File: config.mk
export PLATFORM = sky130hd
export DESIGN_NAME = bcd_seq_converter
export DESIGN_NICKNAME = d
export VERILOG_FILES = /design/src/rtl/bcd_seq_converter.sv
export SDC_FILE = /design/constraint.sdc
export NUM_CORES = 1
export LEC_CHECK = 0
export CAP_MARGIN = 20
export CORE_AREA = 4 4 48 93
export CTS_BUF_LIST = sky130_fd_sc_hd__clkbuf_4
export DETAILED_ROUTE_END_ITERATION = 8
export DIE_AREA = 0 0 52 97
export PLACE_DENSITY = 0.87
export SYNTH_ARGS = -nofsm -noshare
export SYNTH_HDL_FRONTEND = slang
export SYNTH_SLANG_ARGS = --single-unit
export TNS_END_PERCENT = 30
File: constraint.sdc
create_clock -name clk -period 2.23 [get_ports clk]
set_input_delay 0.446 -clock clk [delete_from_list [all_inputs] [get_ports clk]]
set_output_delay 0.446 -clock clk [all_outputs]
set_load 0.05 [all_outputs]
File: src/rtl/bcd_seq_converter.sv
// Purpose : sequential binary-to-BCD converter (double dabble), one result bit per cycle,
//           with saturation to all 9s on overflow and an optional leading-zero blanking mask.
// Latency : busy for IN_WIDTH cycles after the accepting edge; done pulses in the next cycle.
// Backpr. : start is accepted only in IDLE or DONE; start during SHIFT is dropped (no queue).
//
// Ports:
//   clk       rising-edge clock
//   reset_n   asynchronous active-low reset
//   start     conversion request, sampled on the rising edge
//   number    IN_WIDTH-bit unsigned value, captured on an accepted start
//   busy      high while shifting
//   done      one-cycle pulse, result outputs updated on the edge that raised it
//   digits    DIGITS packed BCD digits, digit 0 (ones) in bits [3:0]
//   blank     bit k set when digit k is a leading zero (bit 0 never set)
//   overflow  last captured value did not fit in DIGITS decimal digits
module bcd_seq_converter #(
    parameter int IN_WIDTH = 9,
    parameter int DIGITS   = 3,
    parameter int BLANK_EN = 1
) (
    input  logic                  clk,
    input  logic                  reset_n,
    input  logic                  start,
    input  logic [IN_WIDTH-1:0]   number,
    output logic                  busy,
    output logic                  done,
    output logic [4*DIGITS-1:0]   digits,
    output logic [DIGITS-1:0]     blank,
    output logic                  overflow
);

    // Decimal digit count of the largest input value 2^width - 1.
    function automatic int dec_digits_for(input int width);
        longint unsigned v;
        int              n;
        v = (longint'(1) << width) - 1;
        n = 1;
        for (int i = 0; i < 20; i++) begin
            if (v >= 10) begin
                v = v / 10;
                n = n + 1;
            end
        end
        return n;
    endfunction

    // Blank mask for an all-zero result: every digit but the ones digit blanked.
    function automatic logic [DIGITS-1:0] blank_reset_val();
        logic [DIGITS-1:0] b;
        b = '0;
        if (BLANK_EN != 0) begin
            for (int k = 1; k < DIGITS; k++) begin
                b[k] = 1'b1;
            end
        end
        return b;
    endfunction

    // The scratch register must hold the full decimal value of any input so that
    // digits above DIGITS can flag overflow; it is never narrower than the output.
    localparam int NEED_DIGITS = dec_digits_for(IN_WIDTH);
    localparam int SCR_DIGITS  = (NEED_DIGITS > DIGITS) ? NEED_DIGITS : DIGITS;
    localparam int SW          = 4 * SCR_DIGITS;
    localparam int CW          = $clog2(IN_WIDTH + 1);
    localparam logic [DIGITS-1:0] BLANK_RST = blank_reset_val();

    typedef enum logic [1:0] {
        ST_IDLE  = 2'd0,
        ST_SHIFT = 2'd1,
        ST_DONE  = 2'd2
    } state_e;

    state_e                state_q,    state_d;
    logic [IN_WIDTH-1:0]   shreg_q,    shreg_d;
    logic [SW-1:0]         scratch_q,  scratch_d;
    logic [CW-1:0]         cnt_q,      cnt_d;
    logic [4*DIGITS-1:0]   digits_q,   digits_d;
    logic [DIGITS-1:0]     blank_q,    blank_d;
    logic                  overflow_q, overflow_d;

    logic [SW-1:0]         adj;
    logic [SW:0]           shifted;
    logic [4*DIGITS-1:0]   fin_digits;
    logic [DIGITS-1:0]     fin_blank;
    logic                  fin_overflow;
    logic                  upper_zero;

    // One double-dabble step: add 3 to every digit >= 5, then shift the
    // scratch left with the next input bit (MSB first) entering digit 0.
    always_comb begin
        adj = scratch_q;
        for (int i = 0; i < SCR_DIGITS; i++) begin
            if (scratch_q[4*i +: 4] >= 4'd5) begin
                adj[4*i +: 4] = scratch_q[4*i +: 4] + 4'd3;
            end
        end
        shifted = {adj, shreg_q[IN_WIDTH-1]};
    end

    // Result formatting from the value the last shift produces, so the
    // outputs register on the same edge that enters DONE.
    always_comb begin
        fin_digits   = '0;
        fin_blank    = '0;
        upper_zero   = 1'b1;
        // shifted[SW] cannot be set with a correctly sized scratch; folding it
        // in keeps a lost carry from ever reading as a valid result.
        fin_overflow = shifted[SW];
        for (int k = 0; k < SCR_DIGITS; k++) begin
            if ((k >= DIGITS) && (shifted[4*k +: 4] != 4'd0)) begin
                fin_overflow = 1'b1;
            end
        end
        for (int k = 0; k < DIGITS; k++) begin
            fin_digits[4*k +: 4] = fin_overflow ? 4'd9 : shifted[4*k +: 4];
        end
        // Walk down from the top digit; a digit is blank while everything
        // above it (and itself) is still zero. The ones digit is always shown.
        if ((BLANK_EN != 0) && !fin_overflow) begin
            for (int k = DIGITS - 1; k >= 1; k--) begin
                upper_zero   = upper_zero && (shifted[4*k +: 4] == 4'd0);
                fin_blank[k] = upper_zero;
            end
        end
    end

    // Next-state and datapath control.
    always_comb begin
        state_d    = state_q;
        shreg_d    = shreg_q;
        scratch_d  = scratch_q;
        cnt_d      = cnt_q;
        digits_d   = digits_q;
        blank_d    = blank_q;
        overflow_d = overflow_q;
        case (state_q)
            ST_IDLE, ST_DONE: begin
                state_d = ST_IDLE;
                if (start) begin
                    state_d   = ST_SHIFT;
                    shreg_d   = number;
                    scratch_d = '0;
                    cnt_d     = CW'(IN_WIDTH);
                end
            end
            ST_SHIFT: begin
                shreg_d   = {shreg_q[IN_WIDTH-2:0], 1'b0};
                scratch_d = shifted[SW-1:0];
                cnt_d     = cnt_q - CW'(1);
                if (cnt_q == CW'(1)) begin
                    state_d    = ST_DONE;
                    digits_d   = fin_digits;
                    blank_d    = fin_blank;
                    overflow_d = fin_overflow;
                end
            end
            default: begin
                state_d = ST_IDLE;
            end
        endcase
    end

    always_ff @(posedge clk or negedge reset_n) begin
        if (!reset_n) begin
            state_q    <= ST_IDLE;
            shreg_q    <= '0;
            scratch_q  <= '0;
            cnt_q      <= '0;
            digits_q   <= '0;
            blank_q    <= BLANK_RST;
            overflow_q <= 1'b0;
        end else begin
            state_q    <= state_d;
            shreg_q    <= shreg_d;
            scratch_q  <= scratch_d;
            cnt_q      <= cnt_d;
            digits_q   <= digits_d;
            blank_q    <= blank_d;
            overflow_q <= overflow_d;
        end
    end

    assign busy     = (state_q == ST_SHIFT);
    assign done     = (state_q == ST_DONE);
    assign digits   = digits_q;
    assign blank    = blank_q;
    assign overflow = overflow_q;

endmodule

==> metrics.yaml <==
synthArstFlopShare_pct: 100.0
powerDensity_nw_per_um2: 1647
max_stage_delay_ns: 0.80
stdcell_count: 294
die_w_um: 52
final_cell_area_um2: 2464
synth_top_area_share_pct: 48.93
cts-root-buf: "clkbuf_4"
grt_overflow: 0
rr_worst_depth: 7
cp-start-kind: "flip-flop"
holdBufCountCts: 0
syn_avg_cell_area_um2: 9.695
clock-sinks: 42
die_h_um: 97
ant_nets: 0
post-place-cells: 286
grt_max_degree: 29
h-tree-depth: 2
hold_ws_ns: 0.09223
routedWlPerCell_um: 14.85
cp.required_ns: 1.78
grt_usage_pct: 19.54
outcome: "completed"
clkPwrFrac_pct: 9.4
first_iter_violations: 48
drive_above_1_share_pct: 10.29
synth_top_cell_by_area: "dfrtp_1"
cts_inserted_buffers: 5
ios: 30
dp_hpwl_um: 3340
finalClockSkew_ns: 0.009373
diodes: 0
critPathBufInv: 1
path_cells: "clkdlybuf4s50_1"
clk_latency_ns: 0.35
slowest_stage: "clkdlybuf4s50_1"
critical_path_depth: 1
nNetsFinal: 262
p_comb_share_pct: 55.5
rsz0062_at_grt: "false"
p_int_uw: 2126
via_per_inst: 5.633
netlist_instances: 211
peakVddDrop_mv: 0.8676
period_share_pct: 97.46
initial_core_util_pct: 53.78
coreArea_um2: 3804
die_area_um2: 5044
fin_setup_tns_ns: 0
hold_violations: 0
syn2layout_area_growth_pct: 20.43
crit_family: "buffers and inverters"
syn_nets: 231
dr.pass1.iters: 5
cts_resized: 0
ys.flop_type: "dfrtp_1"
grt_pass1_vias: 1662
drcViolationCount: 0
yosysWarnings: 0
ys_seq_area_share_pct: 51.50
synth_area_um2: 2046
tightest_slew_ns: 0.6244
power_leakage_uw: 0.001135
ys_ff_latch: 42
slew_viol_final: 0
max-slew-margin-rel_pct: 58.37
end_kind: "primary output"
antenna_found_initial: 0
routed_wl_um: 4366
cp_max_fo: 2
cts_buffer_depth: 2
row_count: 32
criticalPathCategory: "flip-flop to primary output"
cts_tree: "built"
switching_share_pct: 47.62
vias: 1656
portBuffers: 28
power.switching_uw: 1933
cts_setup_buffers: 0
cts.clk_slew.worst_paths_ns: 0.13
cap_violations: 0
placed_cell_area_um2: 2401
seqPwrFrac_pct: 35.0
ys_types: 34
hold_path.class: "primary input to asynchronous set/reset pin"
synthTopCellsByArea: "dfrtp_1, nand2_1, ha_1"
grt_pass1_wl_um: 7493
place_congestion: 0.8295
worstPathArrival_ns: 1.73
setup_violations: 0
period_minus_slack_ns: 2.173
fmaxAchievable_mhz: 460.1
synth_edf_count: 0
[placed cells by master (no fill, tap or decap), types with 10 or more instances in the layout]
master	Yosys	layout
nor2_1	10	10
inv_1	11	11
a22o_1	10	10
a21oi_1	11	11
clkdlybuf4s50_1	0	25
nand2_1	34	34
dfrtp_1	40	39
o21ai_0	12	12
[registers in the layout (all words and copies together), names as in the netlist]
register and count:
blank 2, digits 12, state_q 2, shreg_q 9
cnt_q 4, scratch_q 12, overflow 1
[Yosys cell counts (3+ instances only)]
| master | instances |
|---|---|
| a22o_1 | 10 |
| inv_1 | 11 |
| nand3_1 | 3 |
| ha_1 | 8 |
| mux2i_1 | 3 |
| a31oi_1 | 6 |
| nand2b_1 | 4 |
| clkbuf_1 | 7 |
| a22oi_1 | 8 |
| buf_2 | 4 |
| o21ai_0 | 12 |
| a21oi_1 | 11 |
| dfrtp_1 | 40 |
| nor3b_1 | 6 |
| nor3_1 | 8 |
| o21ai_1 | 4 |
| nand2_1 | 34 |
| nor2_1 | 10 |
| nor2b_1 | 3 |
[cell type report]
cell class	count	area, µm²
Multi-Input combinational cell	146	897.1
Fill cell	315	1340
Timing Repair Buffer	36	347.8
Clock inverter	2	13.76
Sequential cell	42	1055
Clock buffer	6	45.04
Tap cell	51	63.81
Inverter	11	41.29
[metal layers]
layer | GRT usage (%) | wire length, µm | vias to the layer above
met5 | 0 | 0 | -
met4 | 9.495 | 159 | 0
met1 | 20.72 | 1689 | 797
met2 | 35.01 | 2386 | 41
li1 | - | - | 802
met3 | 3.390 | 130 | 16
[worst paths after layout]
| path | startpoint | end | slack (ns) |
|---|---|---|---|
| worst min-delay path | reset_n | scratch_q[7] | 0.09 |
| worst max register to register | scratch_q[8] | blank[1] | 0.17 |
| worst min register to register | digits[0] | digits[0] | 0.49 |
| max in group asynchronous | reset_n | blank[2] | 1.50 |
| min in group clk | digits[0] | digits[0] | 0.49 |
| worst max-delay path | blank[2] | blank[2] | 0.06 |
[power by group through the flow]
| stage | logic [µW] | clock network [µW] | registers [µW] |
|---|---|---|---|
| 2_1_floorplan | 1230 | 0 | 1750 |
| 6_report | 2250 | 383 | 1420 |
| 5_1_grt | 2470 | 429 | 1470 |
| 3_5_place_dp | 2270 | 0 | 1440 |
| 3_3_place_gp | 2210 | 0 | 1420 |
| 4_1_cts | 2280 | 396 | 1420 |
[per-stage QoR]
step	worst slack (ns)	total power (µW)	utilization, %
global placement	0.2144	3630	63.13
CTS	0.004042	4089	64.67
finish	0.05671	4059	64.77
global route	0.02211	4370	64.77
detailed placement	0.1863	3703	63.13
floorplan	0.4949	2986	-
[logic make-up (layout without fill, tap and decap cells)]
group	after synthesis	count (layout)	share of synthesized area, %
AOI/OAI and AO/OA	60	60	19.39
xor gates and xnor gates	2	2	0.8564
adders and majority gates	8	8	4.893
buffers and inverters	23	55	4.649
DFF	42	42	51.50
muxes	3	3	1.468
other	1	1	0.1833
and+or+nand+nor	72	72	17.06
(Power assumes the default switching activity.)
